<file path="src/rtl/grad_spi_sched_if.sv">
// Requester, serialiser and status signals of the gradient SPI scheduler.
// slave = scheduler side, master = environment (requesters + serialiser) side.
interface grad_spi_sched_if;
    logic        en_i;
    logic [3:0]  ch_valid_i;
    logic [63:0] ch_data_i;
    logic [3:0]  ch_ready_o;
    logic [31:0] data_o;
    logic        valid_o;
    logic        busy_i;
    logic        err_o;
    logic [15:0] xfer_cnt_o;
    logic        idle_o;

    modport slave (
        input  en_i, ch_valid_i, ch_data_i, busy_i,
        output ch_ready_o, data_o, valid_o, err_o, xfer_cnt_o, idle_o
    );

    modport master (
        output en_i, ch_valid_i, ch_data_i, busy_i,
        input  ch_ready_o, data_o, valid_o, err_o, xfer_cnt_o, idle_o
    );
endinterface

</file>
<file path="src/rtl/grad_spi_sched.sv">
// Round-robin scheduler packing one of four gradient DAC codes into a 32-bit SPI command word.
// Latency: grant and latch in IDLE, valid_o one cycle later in ISSUE; at least 4 cycles between words.
// Backpressure: waits for serialiser busy_i to rise then fall; a missing busy rise aborts with sticky err_o.
module grad_spi_sched #(
    parameter int BUSY_TIMEOUT = 255,
    parameter int NCH          = 4
) (
    input  logic            clk,
    input  logic            rst_n,
    grad_spi_sched_if.slave sif
);
    localparam int TW = (BUSY_TIMEOUT < 2) ? 1 : $clog2(BUSY_TIMEOUT);

    typedef enum logic [1:0] {IDLE, ISSUE, WAIT_BUSY, WAIT_DONE} state_t;

    state_t        state, state_nxt;
    logic [1:0]    last_grant;
    logic [1:0]    grant;
    logic [1:0]    win;
    logic          win_found;
    logic          go;
    logic          tmo_done;
    logic [TW-1:0] tmo_cnt;
    logic [15:0]   xfer_cnt;
    logic          err;
    logic [31:0]   data_q;

    // Search begins one past the last completed grant so every requester gets a turn.
    always_comb begin : p_rr
        logic [1:0] cand;
        cand      = '0;
        win       = '0;
        win_found = 1'b0;
        for (int i = 1; i <= NCH; i++) begin
            cand = last_grant + 2'(i);
            if (!win_found && sif.ch_valid_i[cand]) begin
                win       = cand;
                win_found = 1'b1;
            end
        end
    end

    // rst_n keeps the combinational accept strobe quiet while reset is held.
    assign go       = rst_n && (state == IDLE) && sif.en_i && !err && win_found;
    assign tmo_done = (tmo_cnt == TW'(BUSY_TIMEOUT - 1));

    always_comb begin
        state_nxt      = state;
        sif.ch_ready_o = '0;
        sif.valid_o    = 1'b0;
        sif.idle_o     = 1'b0;
        case (state)
            IDLE: begin
                sif.idle_o = 1'b1;
                if (go) begin
                    state_nxt           = ISSUE;
                    sif.ch_ready_o[win] = 1'b1;
                end
            end
            ISSUE: begin
                sif.valid_o = 1'b1;
                state_nxt   = WAIT_BUSY;
            end
            WAIT_BUSY: begin
                if (sif.busy_i)
                    state_nxt = WAIT_DONE;
                else if (tmo_done)
                    state_nxt = IDLE;
            end
            WAIT_DONE: begin
                if (!sif.busy_i)
                    state_nxt = IDLE;
            end
            default: state_nxt = IDLE;
        endcase
    end

    always_ff @(posedge clk or negedge rst_n) begin
        if (!rst_n) begin
            state      <= IDLE;
            last_grant <= 2'd3;
            grant      <= 2'd0;
            data_q     <= '0;
            tmo_cnt    <= '0;
            err        <= 1'b0;
            xfer_cnt   <= '0;
        end else begin
            state <= state_nxt;
            if (go) begin
                grant  <= win;
                data_q <= {5'b0, win, 1'b0, 8'h00, sif.ch_data_i[{win, 4'b0000} +: 16]};
            end
            if (state == WAIT_BUSY && !sif.busy_i && !tmo_done)
                tmo_cnt <= tmo_cnt + TW'(1);
            else
                tmo_cnt <= '0;
            if (state == WAIT_BUSY && !sif.busy_i && tmo_done)
                err <= 1'b1;
            // Only a completed transfer advances the round-robin pointer.
            if (state == WAIT_DONE && !sif.busy_i) begin
                xfer_cnt   <= xfer_cnt + 16'd1;
                last_grant <= grant;
            end
        end
    end

    assign sif.data_o     = data_q;
    assign sif.err_o      = err;
    assign sif.xfer_cnt_o = xfer_cnt;
endmodule

</file>
<file path="src/flat_wrapper.sv">
// flat-port wrapper written by rule: the top's interface ports become plain ports
module grad_spi_sched_flat 
#(
    parameter int BUSY_TIMEOUT = 255,
    parameter int NCH          = 4
)
  (clk, rst_n, sif_en_i, sif_ch_valid_i, sif_ch_data_i, sif_busy_i, sif_ch_ready_o, sif_data_o, sif_valid_o, sif_err_o, sif_xfer_cnt_o, sif_idle_o);
  grad_spi_sched_if sif_i ();
  input  logic clk;
  input  logic rst_n;
  input wire logic [$bits(sif_i.en_i)-1:0] sif_en_i;
  input wire logic [$bits(sif_i.ch_valid_i)-1:0] sif_ch_valid_i;
  input wire logic [$bits(sif_i.ch_data_i)-1:0] sif_ch_data_i;
  input wire logic [$bits(sif_i.busy_i)-1:0] sif_busy_i;
  output wire logic [$bits(sif_i.ch_ready_o)-1:0] sif_ch_ready_o;
  output wire logic [$bits(sif_i.data_o)-1:0] sif_data_o;
  output wire logic [$bits(sif_i.valid_o)-1:0] sif_valid_o;
  output wire logic [$bits(sif_i.err_o)-1:0] sif_err_o;
  output wire logic [$bits(sif_i.xfer_cnt_o)-1:0] sif_xfer_cnt_o;
  output wire logic [$bits(sif_i.idle_o)-1:0] sif_idle_o;
  assign sif_i.en_i = sif_en_i;
  assign sif_i.ch_valid_i = sif_ch_valid_i;
  assign sif_i.ch_data_i = sif_ch_data_i;
  assign sif_i.busy_i = sif_busy_i;
  assign sif_ch_ready_o = sif_i.ch_ready_o;
  assign sif_data_o = sif_i.data_o;
  assign sif_valid_o = sif_i.valid_o;
  assign sif_err_o = sif_i.err_o;
  assign sif_xfer_cnt_o = sif_i.xfer_cnt_o;
  assign sif_idle_o = sif_i.idle_o;
  grad_spi_sched #(.BUSY_TIMEOUT(BUSY_TIMEOUT), .NCH(NCH)) u_core (.clk(clk), .rst_n(rst_n), .sif(sif_i));
endmodule
</file>
<file path="config.mk">
export PLATFORM = sky130hd
export DESIGN_NAME = grad_spi_sched_flat
export DESIGN_NICKNAME = d
export VERILOG_FILES = /design/src/rtl/grad_spi_sched_if.sv /design/src/rtl/grad_spi_sched.sv /design/src/flat_wrapper.sv
export SDC_FILE = /design/constraint.sdc
export NUM_CORES = 1
export LEC_CHECK = 0
export CORE_ASPECT_RATIO = 1.25
export CORE_MARGIN = 3
export CORE_UTILIZATION = 40
export DETAILED_ROUTE_END_ITERATION = 7
export GPL_TIMING_DRIVEN = 0
export PLACE_DENSITY = 0.83
export SKIP_CTS_REPAIR_TIMING = 1
export SLEW_MARGIN = 20
export SYNTH_ARGS = -nofsm -noshare
export SYNTH_HDL_FRONTEND = slang
export SYNTH_SLANG_ARGS = --single-unit
</file>
<file path="constraint.sdc">
create_clock -name clk -period 2.25 [get_ports clk]
set_input_delay 0.3375 -clock clk [delete_from_list [all_inputs] [get_ports clk]]
set_output_delay 0.3375 -clock clk [all_outputs]
set_load 0.01 [all_outputs]
</file>
After elaboration in Yosys (flattened, before gate mapping)

Cells that the tools add are included.

Add/sub/neg operators: 5
Magnitude comparators: 6
Equal/unequal tests: 7
Shifts and indexed selects: 1
Multiplexer cells: 28
Reductions and logical operators: 20

Operators by type and width:

| cell                                                                                | count |
|---|---|
| 64-bit by 7-bit variable part select with 16-bit output                             | 1 |
| 16-bit by 1-bit adder with 16-bit output, second input constant                     | 1 |
| 2-bit 2-to-1 mux                                                                    | 8 |
| 2-bit by 3-bit less-than comparator with 1-bit output, second input constant        | 5 |
| 1-bit logical AND                                                                   | 12 |
| 1-bit 2-to-1 mux                                                                    | 11 |
| 8-bit by 1-bit adder with 8-bit output, second input constant                       | 1 |
| 1-bit binary-select mux with 2-bit select                                           | 4 |
| 8-bit == test, second input constant                                                | 1 |
| 4-bit 2-to-1 mux                                                                    | 2 |
| 8-bit 2-to-1 mux                                                                    | 1 |
| 2-bit case mux with 4 select lines                                                  | 1 |
| 1-bit logical NOT                                                                   | 6 |
| 2-bit adder, second input constant                                                  | 2 |
| 2-bit == test, second input constant                                                | 2 |
| 3-bit by 2-bit != test with 1-bit output, second input constant                     | 1 |
| 3-bit AND reduction                                                                 | 1 |
| 2-bit by 1-bit adder with 2-bit output, second input constant                       | 1 |
| 1-bit demux with 2-bit select                                                       | 1 |
| 2-bit by 1-bit == test with 1-bit output, second input constant                     | 1 |
| 2-bit by 1-bit greater-or-equal comparator with 1-bit output, second input constant | 1 |
| 2-bit logical NOT                                                                   | 1 |
| 2-bit by 1-bit != test with 1-bit output, second input constant                     | 1 |
| 2-bit != test, second input constant                                                | 1 |

Flip-flop bits (word level): 49
Input bits: 72
Output and inout bits: 55
Word-level logic and storage cells: 74

Depth between registers and ports, before layout

Gate-level depths: netlist (run 1).

Word-level depth: 19
Gate-level depth with buffers: 7
Gate-level depth less buffers: 5

Least setup slack after synthesis (run 1)

No wires, ideal clock.

Path type: register to output
From: register u_core.state[1]
To: output port sif_ch_ready_o[3]
Arrival time: 2.022 ns
Data required time: 1.913 ns
Setup slack: -0.109 ns
Stages on the path, launching flop included: 8
Path buffers: 2
Cells stage by stage: dfrtp_1 > nor2_1 > nand3_1 > or3_4 > or2_1 > buf_6 > buf_6 > nor4_1

Word-level cells in the longest chain between the ends: 7

RTL lines:

| item                            | RTL line                                   | text |
|---|---|---|
| start: declaration              | grad_spi_sched.sv:16                       | `state_t state, state_nxt;` |
| start signal: assignment        | grad_spi_sched.sv:88                       | `state <= state_nxt;` |
| 2-bit logical NOT (*)           | grad_spi_sched.sv:44, grad_spi_sched.sv:52 |  |
| 1-bit logical AND (4 in series) | grad_spi_sched.sv:44                       | `assign go = rst_n && (state == IDLE) && sif.en_i && !err && win_found;` |
| 4-bit 2-to-1 mux                | grad_spi_sched.sv:55                       | `if (go) begin` |
| 4-bit 2-to-1 mux (*)            | grad_spi_sched.sv:52                       | `case (state)` |
| end: declaration                | flat_wrapper.sv:15                         | `output wire logic [$bits(sif_i.ch_ready_o)-1:0] sif_ch_ready_o;` |

Every way passes the cells marked *; elsewhere a longest branch is shown, timed or not.

Worst setup path in the final report (run 1)

From: register u_core.state[0]
To: output port sif_ch_ready_o[3]

The elaborated chain is that of the path after synthesis.

==> run metrics, run 1 <==
RR Endpoint=u_core.sif.data_o[10]$_DFFE_PN0N_; Final min period=2580 ps; status=finished, violations left; Worst Tran Pin Value=925 ps; number of vias per cell=4.95; cell taking the most area after synthesis=dfrtp_1; initial antenna violation count=0; Final Power=0.00349 W; Routed Antenna Nets=0; Mapped Cells=244; Area contributors post-synth=dfrtp_1 45%, mux2i_1 13%, o221ai_1 5.5%; first-pass GRT wire length=11,500 µm; Yosys cell types=35; failing checks=negative setup slack; fillers=485; Mean Syn Cell Area=10.4 µm²; ys async rst share=1.00; Startpoint Class=flip-flop; worst vdd ir=0.510 mV; vias in the first global route=2,317; vias=2,341; die area=7310 µm²; FF+latch count, synth=47; Seq/Total Area, Yosys=0.466; post-DR wirelength/cell=15.9 µm; Die X=77.1 µm; Final GP Congestion=0.783; ANT cells=0; First-pass DRT Iterations=4; TritonCTS clock tree=built; Max Cap Viol=0; Layout Utilization=0.689; Worst Skew=6.80 ps; crit-path max FO=4; post-route insts no fill=473; top_reg_cell synth=dfrtp_1; maximum buffer depth of the clock tree=2; routed wire length=7510 µm; Worst Path Arrival=2240 ps; initial DRC count=88; max-slew violation count=0; Synth warnings=0; HP Class=input pin to async pin; I/O Pins=127; top-count cell post-synth=dfrtp_1; chip height=94.9 µm; Synth top area share=0.446; LEAKAGE=1.88 nW; Root Buffer=clkbuf_8; reg2reg path depth=8; Max Fclk=388 MHz; largest net degree at the start of global routing=30; layout cell share with drive strength beyond 1=0.156; Crit. Startpoint=u_core.state[0]$_DFFE_PN0P_; RSZ-0062 raised after global routing=true; initial cell density of the core=0.423; WS Path Type=flip-flop to output port; CTS clk-pin slew, worst paths=90 ps; Overflow after GRT=0; WP data required=1910 ps; Synth Cell Area=2530 µm²; Inst Count DP=452; H-tree depth=2; r2r setup slk=230 ps; max_slew headroom=0.381; nets=465; top cells by count, synth=45 x dfrtp_1, 33 x mux2i_1, 31 x nand2_1, 18 x nor2_1, 16 x o221ai_1; GRT Resource Usage Total=0.197; Final WS setup=-325 ps; number of flops mapped to enable cells by yosys=0; Core ar.=5970 µm²; clk_lat worst skew=310 ps; final hold vios=0; Setup-failing EPs final=2; crit share post-route=1.14; Area growth syn-to-layout=62.8%; drc violations=0; CP Capture Point=sif_ch_ready_o[3]; PwrDens=847 nW/µm²; DP HPWL=5450 µm; CTS Buf Count=5; reg2reg start=u_core.state[0]$_DFFE_PN0P_; IO Port Bufs=112; standard-cell row count=31; Clock Sink Count=47; CP Capture Type=output port
[per-layer routing]
layer  up-vias  wire length, µm  part of all wire  GRT usage
li1       1121                -                 -          -
met1      1113             3130              0.42      0.246
met2        98             3800              0.51      0.342
met3         9              500             0.067     0.0544
met4         0               74            0.0099     0.0445
met5         -                0                 0          0
[power breakdown]
part,switching (W),internal (W),leakage (nW)
clock network,0.000303,0.000251,0.0474
logic,0.000726,0.000927,1.22
registers,0.000194,0.00109,0.611
total,0.00122,0.00226,1.88
[kinds of logic (layout without fill, tap and decap cells)]
logic type | count (synthesis) | in the layout | synth area share
buffers and inverters | 29 | 163 | 0.0723
and+or+nand+nor | 81 | 81 | 0.149
muxes | 34 | 34 | 0.135
other | 1 | 14 | 0.00148
xor gates and xnor gates | 21 | 21 | 0.0728
adders and majority gates | 3 | 3 | 0.0149
AOI/OAI and AO/OA | 28 | 28 | 0.0881
DFF | 47 | 47 | 0.466
[cells in the final DEF (no fill, tap or decap), types with 2 or more instances in the layout]
| cell | synthesis | final |
|---|---|---|
| clkdlybuf4s50_1 | 0 | 105 |
| dfrtp_1 | 45 | 43 |
| mux2i_1 | 33 | 33 |
| nand2_1 | 31 | 31 |
| buf_4 | 14 | 27 |
| nor2_1 | 18 | 16 |
| o221ai_1 | 16 | 16 |
| conb_1 | 1 | 14 |
| xnor2_1 | 13 | 13 |
| nand3_1 | 11 | 10 |
| xor2_1 | 8 | 8 |
| and3_1 | 6 | 6 |
| clkbuf_8 | 0 | 6 |
| inv_1 | 4 | 4 |
| nand4_1 | 4 | 4 |
| nor2b_1 | 3 | 3 |
| a21oi_1 | 3 | 3 |
| buf_6 | 2 | 3 |
| buf_12 | 0 | 3 |
| clkbuf_1 | 4 | 3 |
| ha_1 | 3 | 3 |
| buf_2 | 5 | 3 |
| nor2_4 | 0 | 2 |
| buf_8 | 0 | 2 |
| o21ai_0 | 2 | 2 |
| clkbuf_4 | 0 | 2 |
| dlymetal6s2s_1 | 0 | 2 |
| dfstp_2 | 2 | 2 |
| dfrtp_2 | 0 | 2 |
[per-stage QoR]
| step | worst slack [ps] | hold slack [ps] | TNS, ps | instance area [µm²] |
|---|---|---|---|---|
| 2_1_floorplan | 54.3 | 41.9 | 0 | 2580 |
| 3_3_place_gp | -2590 | 465 | -64420 | 3810 |
| 3_5_place_dp | -993 | 332 | -6760 | 3820 |
| 4_1_cts | -1020 | -1.12 | -3830 | 3920 |
| 5_1_grt | -415 | 34.2 | -818 | 4120 |
| 6_report | -325 | 47.3 | -561 | 4120 |
[flip-flops by register name (all words and copies together) (netlist names)]
register and cells:
u_core.grant 1, u_core.last_grant 2, u_core.state 2, u_core.sif.data_o 17, u_core.sif.xfer_cnt_o 16, u_core.tmo_cnt 8
u_core.sif.err_o 1
[worst min-delay path by stage]
stage | startpoint | endpoint | cells after the start
after CTS | rst_n | u_core.sif.data_o[1]$_DFFE_PN0N_ | 1
final | rst_n | u_core.sif.xfer_cnt_o[6]$_DFFE_PN0P_ | 3
after detailed placement | rst_n | u_core.sif.data_o[4]$_DFFE_PN0N_ | 1
after global placement | u_core.sif.xfer_cnt_o[15]$_DFFE_PN0P_ | u_core.sif.xfer_cnt_o[15]$_DFFE_PN0P_ | 1
after global routing | rst_n | u_core.sif.xfer_cnt_o[4]$_DFFE_PN0P_ | 3
after floorplan | rst_n | u_core.grant[0]$_DFFE_PN0N_ | 0
[cell type report]
class                           instances  area (µm²)  area share
Multi-Input combinational cell        181        1260       0.307
Timing Repair Buffer                  127        1250       0.305
Sequential cell                        47        1180       0.287
Buffer                                 24         200      0.0486
Tap cell                               82         103      0.0249
Clock buffer                            6        82.6      0.0201
Clock inverter                          2        16.3     0.00395
Inverter                                4        15.0     0.00365
[critical path: stages (launching register included)]
cell and delay [ps]:
dfrtp_2 450, nor2_4 140, nand3_2 100, or3_4 390
or2_1 230, buf_6 130, buf_8 120, nor4_4 200
buf_2 170
Note: power is estimated with default switching activity, not from simulation.
==> run 2, diff against run 1 <==
CORE_UTILIZATION = 43   (was 40)
PLACE_DENSITY = 0.88   (was 0.83)
clock period = 3.3 ns   (was 2.25 ns; I/O delays follow)
==> run 2 against run 1 <==
  * The flow now finishes without violations
  * Final area down 4.7%
  * Final cell count is 6.8% lower
  * Combinational power fell by 38%
  * Global-route usage rose by 0.67 points
  * Clock power down 20%
  * Worst hold slack lost 36 ps
  * Critical path type is now input pin to output port
  * Sequential share of layout area up 1.3 points
  * Clock-buffer cell count did not move
  * Register-to-register slack improved by 880 ps
  * Total power is 33% lower
  * Die area down 6.5%
  * Critical path depth is the same
==> run metrics, run 2 (synthesis gave the netlist of run 1 again) <==
status=finished, final reports clean; Final min period=3180 ps; TritonCTS clock tree=built; die area=6840 µm² (-6.5%); worst vdd ir=0.383 mV (-25%); Final WS setup=125 ps (+450 ps); RSZ-0062 raised after global routing=false; Crit path largest cell delay=580 ps (+130 ps); reg2reg start=u_core.last_grant[1]$_DFFE_PN1P_; layout cell share with drive strength beyond 1=0.0981 (-0.0579); most common cell after layout, fill and taps aside=clkdlybuf4s50_1; final hold vios=0 (unchanged); CTS clk-pin slew, worst paths=90 ps (about the same); First-pass DRT Iterations=5 (+1); Pint=0.00155 W (-32%); Startpoint Class=input pin; initial cell density of the core=0.455 (+0.0318); Sw Share=0.335 (-0.0157); delay-heaviest family, CP=buffers and inverters; r2r setup slk=1110 ps (+880 ps); Final GP Congestion=0.865 (+11%); Layout Cell Area excl Fill=3920 µm² (-4.7%); crit-path max FO=10 (+6); Max stage delay cell, worst path=clkdlybuf4s50_1; fillers=427 (-12%); switching power=0.000780 W (-36%); Sequential Power Share=0.370 (+0.003); routed wire length=6890 µm (-8.3%); combinational power share=0.439 (-0.035); initial DRC count=127 (+44%); number of cells on the critical path=8 (unchanged); Post-DP Area=3790 µm² (-0.82%); Clk network pwr share=0.191 (+0.032); first-pass GRT wire length=11,000 µm (-4.7%); Worst Skew=6.76 ps (-0.0361 ps); nets=451 (-3.0%); Routed Antenna Nets=0 (unchanged); I/O Pins=127 (unchanged); Overflow after GRT=0 (unchanged); Max Fclk=315 MHz; PwrDens=594 nW/µm² (-30%); WS Path Type=input pin to output port; Clock Sink Count=47 (unchanged); IO Port Bufs=112 (unchanged); CP Capture Type=output port; vias in the first global route=2,307 (-0.43%); max FFs per register=17 (unchanged); initial antenna violation count=0 (unchanged); largest net degree at the start of global routing=32 (+6.7%); LEAKAGE=1.80 nW (-4.2%); CP bufs+invs=4 (+1); number of vias per cell=5.16 (+4.2%); Worst Path Arrival=2680 ps (+440 ps); CTS Buf Count=5 (unchanged); Max Cap Viol=0 (unchanged); Area growth syn-to-layout=55.2%; Layout Utilization=0.706 (+0.0171); ANT cells=0 (unchanged); H-tree depth=2 (unchanged); HP Class=input pin to async pin; CP cell instances=clkdlybuf4s50_1 > nor4_1 > or3_4 > or2_1 > buf_6 > buf_6 > nor2_1 > clkdlybuf4s50_1; vias=2,275 (-2.8%); Core ar.=5560 µm² (-7.0%); GRT Resource Usage Total=0.204 (+0.00669); clk_lat worst skew=300 ps (about the same); post-DR wirelength/cell=15.6 µm (-1.6%); drc violations=0 (unchanged); dpl ws=-309 ps (+685 ps); max-slew violation count=0 (unchanged); chip height=91.7 µm (-3.3%); WP data required=2800 ps (+890 ps); maximum buffer depth of the clock tree=2 (unchanged); Root Buffer=clkbuf_8; DP HPWL=5480 µm (+0.54%); RR Endpoint=u_core.sif.data_o[8]$_DFFE_PN0N_; crit share post-route=0.962; Die X=74.6 µm (-3.3%); standard-cell row count=30 (-3.2%); reg2reg path depth=7 (-1); Setup-failing EPs final=0 (-2); most frequent cells in the layout=110 x clkdlybuf4s50_1, 45 x dfrtp_1, 33 x mux2i_1, 31 x nand2_1, 18 x nor2_1
## run 2: worst max path at each step
stage	slack, ps	start	end
4_1_cts	-330	rst_n	sif_ch_ready_o[3]
5_1_grt	2	sif_ch_valid_i[3]	sif_ch_ready_o[1]
6_report	120	sif_ch_valid_i[3]	sif_ch_ready_o[2]
2_1_floorplan	780	u_core.state[1]$_DFFE_PN0P_	sif_ch_ready_o[3]
3_3_place_gp	-1740	rst_n	sif_ch_ready_o[3]
3_5_place_dp	-310	rst_n	sif_ch_ready_o[3]
## run 2: worst register-to-register path, delay by kind of cell (launching register included)
kind / cells / cell delay [ps]
buffers and inverters: 2 / 590
flip-flops: 1 / 600
multiplexers: 2 / 490
AND/OR/NAND/NOR: 2 / 230
AO/OA/AOI/OAI: 1 / 150
## run 2: per-stage QoR
stage	cells	total power (W)	setup TNS, ps	hold WS [ps]
floorplan	257	0.00139	0	199
global placement	433	0.00185	-18630	461
detailed placement	434	0.00190	-699	464
CTS	442	0.00235	-738	134
global route	441	0.00247	0	10.6
finish	441	0.00233	0	10.9
## run 2: final cells by class
cell class                      count  area (µm²)  area share
Clock buffer                        6        82.6      0.0211
Buffer                             24         164      0.0418
Sequential cell                    47        1180       0.300
Timing Repair Buffer              113        1140       0.292
Multi-Input combinational cell    181        1220       0.312
Clock inverter                      2        35.0     0.00893
Tap cell                           64        80.1      0.0204
Inverter                            4        15.0     0.00383
## run 2: metal layers
metal  wire length, µm  vias to the layer above  global-route usage
li1                  -                     1092                   -
met1              2620                     1078               0.238
met4               137                        0              0.0579
met2              3700                       91               0.365
met3               426                       14              0.0439
met5                 0                        -                   0
## run 2: power by group through the flow
stage               clock network (W)  registers (W)  logic (W)
floorplan                           0       0.000912   0.000475
global placement                    0       0.000860   0.000994
detailed placement                  0       0.000871    0.00103
CTS                          0.000452       0.000861    0.00103
global route                 0.000473       0.000886    0.00111
finish                       0.000445       0.000862    0.00102
